## src/rtl/lut_prober.sv

```systemverilog
// lut_prober: sweeps all four input patterns of a 2-input logic unit,
// recovers its truth table and flags any sample that disagrees with the
// first sweep.
module lut_prober #(
  parameter int SETTLE = 1,
  parameter int PASSES = 2
) (
  input  logic       clk,
  input  logic       rst_n,
  input  logic       start,
  output logic       probe_a,
  output logic       probe_b,
  input  logic       dut_out,
  output logic [3:0] func_learned,
  output logic       busy,
  output logic       done,
  output logic       err
);

  typedef enum logic [1:0] {
    ST_IDLE   = 2'd0,
    ST_SETTLE = 2'd1,
    ST_DONE   = 2'd2
  } state_t;

  localparam logic [3:0] CNT_LAST  = 4'(SETTLE - 1);
  localparam logic [1:0] PASS_LAST = 2'(PASSES - 1);

  state_t     state_reg, state_next;
  logic [1:0] idx_reg, idx_next;
  logic [1:0] pass_reg, pass_next;
  logic [3:0] cnt_reg, cnt_next;
  logic [3:0] shadow_reg, shadow_next;
  logic [3:0] func_reg, func_next;
  logic       err_reg, err_next;
  logic       probe_a_reg, probe_a_next;
  logic       probe_b_reg, probe_b_next;
  logic       busy_reg, busy_next;
  logic       done_reg, done_next;

  // Sample strobe: the settle counter is about to reach SETTLE on this edge.
  logic       sample;
  logic [3:0] shadow_upd;
  logic [3:0] mismatch;

  assign sample = (state_reg == ST_SETTLE) && (cnt_reg == CNT_LAST);

  // Per truth-table bit: capture on pass 0, compare on every later pass.
  for (genvar gi = 0; gi < 4; gi++) begin : g_bit
    logic hit;
    assign hit            = sample && (idx_reg == 2'(gi));
    assign shadow_upd[gi] = (hit && (pass_reg == 2'd0)) ? dut_out : shadow_reg[gi];
    assign mismatch[gi]   = hit && (pass_reg != 2'd0) && (dut_out != shadow_reg[gi]);
  end

  // Next-state and registered-output logic for the probe sequencer.
  always_comb begin
    state_next   = state_reg;
    idx_next     = idx_reg;
    pass_next    = pass_reg;
    cnt_next     = cnt_reg;
    shadow_next  = shadow_reg;
    func_next    = func_reg;
    err_next     = err_reg;
    probe_a_next = probe_a_reg;
    probe_b_next = probe_b_reg;
    busy_next    = busy_reg;
    done_next    = 1'b0;

    unique case (state_reg)
      ST_IDLE: begin
        probe_a_next = 1'b0;
        probe_b_next = 1'b0;
        busy_next    = 1'b0;
        if (start) begin
          state_next = ST_SETTLE;
          idx_next   = 2'd0;
          pass_next  = 2'd0;
          cnt_next   = 4'd0;
          err_next   = 1'b0;
          busy_next  = 1'b1;
        end
      end

      ST_SETTLE: begin
        if (sample) begin
          cnt_next    = 4'd0;
          shadow_next = shadow_upd;
          err_next    = err_reg | (|mismatch);
          if ((idx_reg == 2'd3) && (pass_reg == PASS_LAST)) begin
            // Final sample: publish pass-0 table and drop the probe pins.
            state_next   = ST_DONE;
            func_next    = shadow_upd;
            idx_next     = 2'd0;
            pass_next    = 2'd0;
            probe_a_next = 1'b0;
            probe_b_next = 1'b0;
            busy_next    = 1'b0;
            done_next    = 1'b1;
          end else begin
            idx_next     = idx_reg + 2'd1;
            probe_a_next = idx_next[1];
            probe_b_next = idx_next[0];
            if (idx_reg == 2'd3) begin
              pass_next = pass_reg + 2'd1;
            end
          end
        end else begin
          cnt_next = cnt_reg + 4'd1;
        end
      end

      ST_DONE: begin
        state_next   = ST_IDLE;
        probe_a_next = 1'b0;
        probe_b_next = 1'b0;
        busy_next    = 1'b0;
      end

      default: begin
        state_next   = ST_IDLE;
        probe_a_next = 1'b0;
        probe_b_next = 1'b0;
        busy_next    = 1'b0;
      end
    endcase
  end

  // State and output registers; active-low synchronous reset wins over start.
  always_ff @(posedge clk) begin
    if (!rst_n) begin
      state_reg   <= ST_IDLE;
      idx_reg     <= 2'd0;
      pass_reg    <= 2'd0;
      cnt_reg     <= 4'd0;
      shadow_reg  <= 4'd0;
      func_reg    <= 4'b0000;
      err_reg     <= 1'b0;
      probe_a_reg <= 1'b0;
      probe_b_reg <= 1'b0;
      busy_reg    <= 1'b0;
      done_reg    <= 1'b0;
    end else begin
      state_reg   <= state_next;
      idx_reg     <= idx_next;
      pass_reg    <= pass_next;
      cnt_reg     <= cnt_next;
      shadow_reg  <= shadow_next;
      func_reg    <= func_next;
      err_reg     <= err_next;
      probe_a_reg <= probe_a_next;
      probe_b_reg <= probe_b_next;
      busy_reg    <= busy_next;
      done_reg    <= done_next;
    end
  end

  assign probe_a      = probe_a_reg;
  assign probe_b      = probe_b_reg;
  assign func_learned = func_reg;
  assign busy         = busy_reg;
  assign done         = done_reg;
  assign err          = err_reg;

endmodule

```

## config.mk

```make
export PLATFORM = sky130hd
export DESIGN_NAME = lut_prober
export DESIGN_NICKNAME = d
export VERILOG_FILES = /design/src/rtl/lut_prober.sv
export SDC_FILE = /design/constraint.sdc
export NUM_CORES = 1
export LEC_CHECK = 0
export CAP_MARGIN = 20
export CORE_MARGIN = 8
export CORE_UTILIZATION = 40
export CTS_CLUSTER_SIZE = 20
export DETAILED_ROUTE_END_ITERATION = 10
export MAX_ROUTING_LAYER = met4
export PLACE_DENSITY = 0.63
export SLEW_MARGIN = 20
export SYNTH_ARGS = -nofsm -noshare
export SYNTH_HDL_FRONTEND = slang
export SYNTH_SLANG_ARGS = --single-unit
```

## constraint.sdc

```tcl
create_clock -name clk -period 2 [get_ports clk]
set_input_delay 0.4 -clock clk [delete_from_list [all_inputs] [get_ports clk]]
set_output_delay 0.4 -clock clk [all_outputs]
set_load 0.01 [all_outputs]
```

[Word-level counts from Yosys, hierarchy flattened]
Cells that the tools add are included.
Storage, ports and cells
  flip-flop bits (word level): 23
  input port bits: 4
  output and inout bits: 9
  word-level logic and storage cells: 91
Operators by class
  $add $sub $neg: 3
  equality and inequality tests: 13
  mux-type cells: 29
  bitwise logic cells: 1
  reductions and logical operators: 34
Operators with widths (number)
  $logic_and A1 B1 Y1: 18
  $mux W2: 9
  $mux W1: 12
  $pmux W2 S2: 3
  $reduce_and A3 Y1: 4
  $mux W4: 2
  $pmux W4 S2: 1
  $reduce_and A2 Y1: 4
  $eq A2 B1 Y1 const B: 3
  $logic_not A2 Y1: 3
  $add A2 B1 Y2 const B: 2
  $add A4 B1 Y4 const B: 1
  $eq A2 B2 Y1 const B: 2
  $logic_not A4 Y1: 1
  $ne A1 B1 Y1: 4
  $ne A2 B2 Y1 const B: 2
  $pmux W1 S2: 2
  $reduce_and A4 Y1: 1
  $reduce_bool A2 Y1: 2
  $reduce_or A4 Y1: 1
  $ne A3 B1 Y1 const B: 1
  $ne A2 B1 Y1 const B: 1
  $or A1 B1 Y1: 1

[Logic depth before layout (Yosys ltp)]
  word-level depth: 9
  gate-level depth with buffers: 7
  gate-level depth less buffers: 6

[Worst setup path before layout]
OpenSTA, ideal clock, no wires.
  path kind: reg-to-reg
  start point: register idx_reg[0]
  end point: register func_reg[2] (netlist: func_learned[2])
  library setup time: 0.116 ns
  data arrival time: 1.321 ns
  data required time: 1.884 ns
  setup slack: 0.563 ns
  stages on the path, launching flop included: 6
  path buffers: 1
  period minus slack after synthesis: 1.437 ns
  path through: dfxtp_1 > ha_1 > and3b_1 > and3_2 > buf_4 > o211a_1
Between the ends
  longest elaborated chain between the ends: 4
  elaborated cells between the ends (all ways): 7
  classes of those cells: 2 x eq/ne; 1 x mux; 4 x reduce/logical
Ends and longest elaborated chain
  from (decl): line 30  | logic [1:0] idx_reg, idx_next;
  from (signal assigned): line 145  | idx_reg <= idx_next;
  $eq A2 B2 Y1: line 51  | assign hit = sample && (idx_reg == 2'(gi));
  $logic_and A1 B1 Y1: line 51
  $logic_and A1 B1 Y1: line 52  | assign shadow_upd[gi] = (hit && (pass_reg == 2'd0)) ? dut_out : shadow_reg[gi];
  $mux W1: line 52
  to (signal assigned): line 149  | func_reg <= func_next;
  to (decl): line 34  | logic [3:0] func_reg, func_next;
Several ways; a longest one is shown, not always the timed one.
A chain may end at the register's enable or synchronous reset.

[Worst setup path in the final report]
  start point: register cnt_reg[0]
  end point: register idx_reg[0]
Between the ends
  longest elaborated chain between the ends: 4
Ends and longest elaborated chain
  from (decl): line 32  | logic [3:0] cnt_reg, cnt_next;
  from (signal assigned): line 147  | cnt_reg <= cnt_next;
  $logic_not A4 Y1: line 46  | assign sample = (state_reg == ST_SETTLE) && (cnt_reg == CNT_LAST);
  $logic_and A1 B1 Y1: line 46
  $ne A2 B2 Y1 (no source line)
  $reduce_and A3 Y1 (no source line)
No other way between the ends.

==> results.py <==
metrics = {
    "min_path": {
        "min_to": "probe_a",
        "hold_path_class": "reg2reg",
        "min_path_cells": 2,
        "min_from": "probe_a",
    },
    "sta": {
        "rsz0062_at_grt": "no",
        "fin_skew_ns": 0.004029,
        "fin_setup_tns_ns": 0,
        "hold_viol_final": 0,
        "final_max_slew_viol_count": 0,
        "post-route-period-util_pct": 81.93,
        "slew_headroom_pct": 67.03,
        "fmax_mhz": 610.3,
        "worst_pin_slew_ns": 0.4935,
        "fin_crit_ns": 1.639,
        "setup_viol": 0,
    },
    "global_route": {
        "antenna_found_initial": 0,
        "grt_busiest_layer": "met2",
        "gr-total-overflow": 0,
        "grt_usage_pct": 10.81,
        "gr-usage-met2_pct": 16.11,
        "grt_pass1_vias": 869,
        "globalRouteMet3Util_pct": 3.231,
        "grtUsageMet1_pct": 12.68,
        "grt_pass1_wl_um": 3829,
        "grt_max_degree": 25,
    },
    "floorplan": {
        "die_h_um": 68.94,
        "die_w_um": 68.94,
        "dieArea_um2": 4753,
        "ioPinCount": 13,
        "core_area_um2": 2710,
        "rows": 19,
        "floorplan.initialDensity_pct": 41.37,
    },
    "clock_network": {
        "clk_latency_ns": 0.31,
        "clk_pin_slew_ns": 0.12,
        "cts_resized": 0,
        "cts_hold_buf": 0,
        "htreeDepth": 1,
        "cts-root-buf": "clkbuf_4",
        "numCtsBuffers": 3,
        "clkSinkCount": 23,
        "cts_tree": "done",
        "clockBufferDepth": 2,
        "post_cts_buffers": 0,
    },
    "layout": {
        "final_core_util_pct": 48.11,
        "layout.nets": 148,
        "fin_cells": 168,
        "diodes": 0,
        "syn_to_final_growth_pct": 16.29,
        "drive_above_1_share_pct": 8.029,
    },
    "synth": {
        "synth_top_family_by_area": "simple AND/OR/NAND/NOR gates",
        "ys_seq_area_share_pct": 41.07,
        "muxShareOfSynthArea_pct": 3.571,
        "synth_compound_area_share_pct": 17.41,
        "synthAdderAreaFrac_pct": 6.696,
        "yosysUniqueCellTypes": 36,
        "synthFlopType": "dfxtp_1",
        "synthXorXnorAreaFrac_pct": 1.563,
        "yosys.area_share.simple_pct": 25.45,
        "syn_inst": 123,
        "synth-seq-cells": 23,
        "async_flop_share_pct": 0,
        "synth_edf_count": 0,
        "synth_nets": 133,
        "yosys_warnings": 0,
        "syn-cell-area_um2": 1121,
        "syn_area_per_cell_um2": 9.114,
    },
    "worst_setup_path": {
        "ff2ff_path_depth": 6,
        "r2r_slack_ns": 0.36,
        "crit_fanout": 8,
        "required_ns": 2.25,
        "critPathLaunchType": "flop",
        "endpoint_kind": "flop",
        "r2r-start": "cnt_reg[0]",
        "critPathKind": "reg2reg",
        "cp-startpoint": "cnt_reg[0]",
        "arrival_ns": 1.89,
        "rr_endpoint": "idx_reg[0]",
    },
    "power": {
        "p_leak_nw": 0.5524,
        "finalPower_w": 0.0008049,
        "ir_worst_vdd_mv": 0.3243,
        "power_density_nw_per_um2": 617.4,
    },
    "detailed_routing": {
        "antenna_left": 0,
        "dr.pass1.iters": 4,
        "routed_via_density": 5.381,
        "drt_iter0_markers": 26,
        "num_vias": 904,
        "wl_per_cell_um": 13.46,
        "drc": 0,
        "totalWireLength_um": 2262,
    },
    "placed_design": {
        "io_buffers": 12,
        "place_hpwl_um": 1637,
        "dp.cells": 164,
        "routabilityCongestion": 0.7685,
    },
    "run": {
        "drv_cap": 0,
    },
    "run_status": {
        "status": "completed",
    },
}
[routing by layer]
layer  part of all wire, %  up-vias
li1                      -      464
met1                    48      416
met2                    44       17
met3                   5.7        7
met4                   2.7        0
met5                     0        -
[critical path: stages, from the launching register on]
cell	delay, ns
dfxtp_1	0.37
inv_1	0.07
ha_1	0.15
nor3b_4	0.38
nand2_2	0.11
or3_1	0.35
a21boi_1	0.15
[where the power goes]
part	internal (W)	switching, W
clock	0.0000780	0.000139
combinational	0.0000484	0.0000576
sequential	0.000471	0.0000115
[kinds of logic after synthesis]
logic type / count (synthesis)
adder cells (fa/ha/maj): 6
XOR/XNOR: 2
AND/OR/NAND/NOR: 49
multiplexers: 4
AO/OA/AOI/OAI: 28
buffers and inverters: 11
flip-flops: 23
[final cells by class]
type | count | area, µm²
clock buffers | 4 | 26.28
well taps | 31 | 38.79
flip-flops and latches | 23 | 460.4
repair buffers | 15 | 142.6
fillers | 288 | 1406
inverters | 6 | 22.52
multi-input cells | 89 | 613.1
[Yosys cell counts (all sizes together) (2+ instances only)]
| cell | count | share of area, % |
|---|---|---|
| a21oi | 9 | 4.0 |
| nor2 | 8 | 3.3 |
| nand2 | 12 | 4.2 |
| nor2b | 5 | 2.8 |
| clkbuf | 2 | 0.67 |
| o21ai | 4 | 1.8 |
| nand3 | 7 | 3.1 |
| mux2i | 4 | 3.6 |
| nor3b | 4 | 3.7 |
| nand4 | 2 | 1.1 |
| o211a | 5 | 4.5 |
| dfxtp | 23 | 41 |
| xor2 | 2 | 1.6 |
| buf | 3 | 1.6 |
| nor3 | 2 | 0.89 |
| and2 | 2 | 1.1 |
| inv | 6 | 2.0 |
| a21boi | 4 | 2.7 |
| ha | 6 | 6.7 |
| nand4b | 2 | 1.6 |
[through the flow]
| step | setup WS, ns | area, µm² | hold slack, ns |
|---|---|---|---|
| after floorplan | 0.5631 | 1121 | 0.4753 |
| after global placement | 0.2153 | 1277 | 0.4388 |
| after detailed placement | 0.1565 | 1277 | 0.4455 |
| after CTS | 0.3499 | 1304 | 0.4634 |
| after global routing | 0.2388 | 1304 | 0.4742 |
| final | 0.3614 | 1304 | 0.4585 |
[how the worst max path moves through the flow]
| stage | endpoint | cells past startpoint |
|---|---|---|
| after floorplan | func_learned[2] | 5 |
| after global placement | cnt_reg[2] | 5 |
| after detailed placement | cnt_reg[2] | 5 |
| after CTS | idx_reg[0] | 6 |
| after global routing | idx_reg[0] | 6 |
| final | idx_reg[0] | 6 |
[cell usage in the layout, fill, tap and decap left out, types with 2 or more instances in the layout]
cell type	Yosys	layout
nand2_1	11	11
nor3b_1	3	3
inv_1	6	6
dfxtp_1	23	23
nand3_1	7	7
buf_4	1	3
nand4_1	2	2
xor2_1	2	2
nand4b_1	2	2
o211a_1	5	5
clkdlybuf4s50_1	0	12
a21oi_1	9	9
o21ai_0	4	4
ha_1	6	6
and2_1	2	2
mux2i_1	4	4
nor2_1	7	7
clkbuf_4	0	3
nor2b_1	5	5
nor3_1	2	2
a21boi_0	3	3
Note: power is estimated with default switching activity, not from simulation.
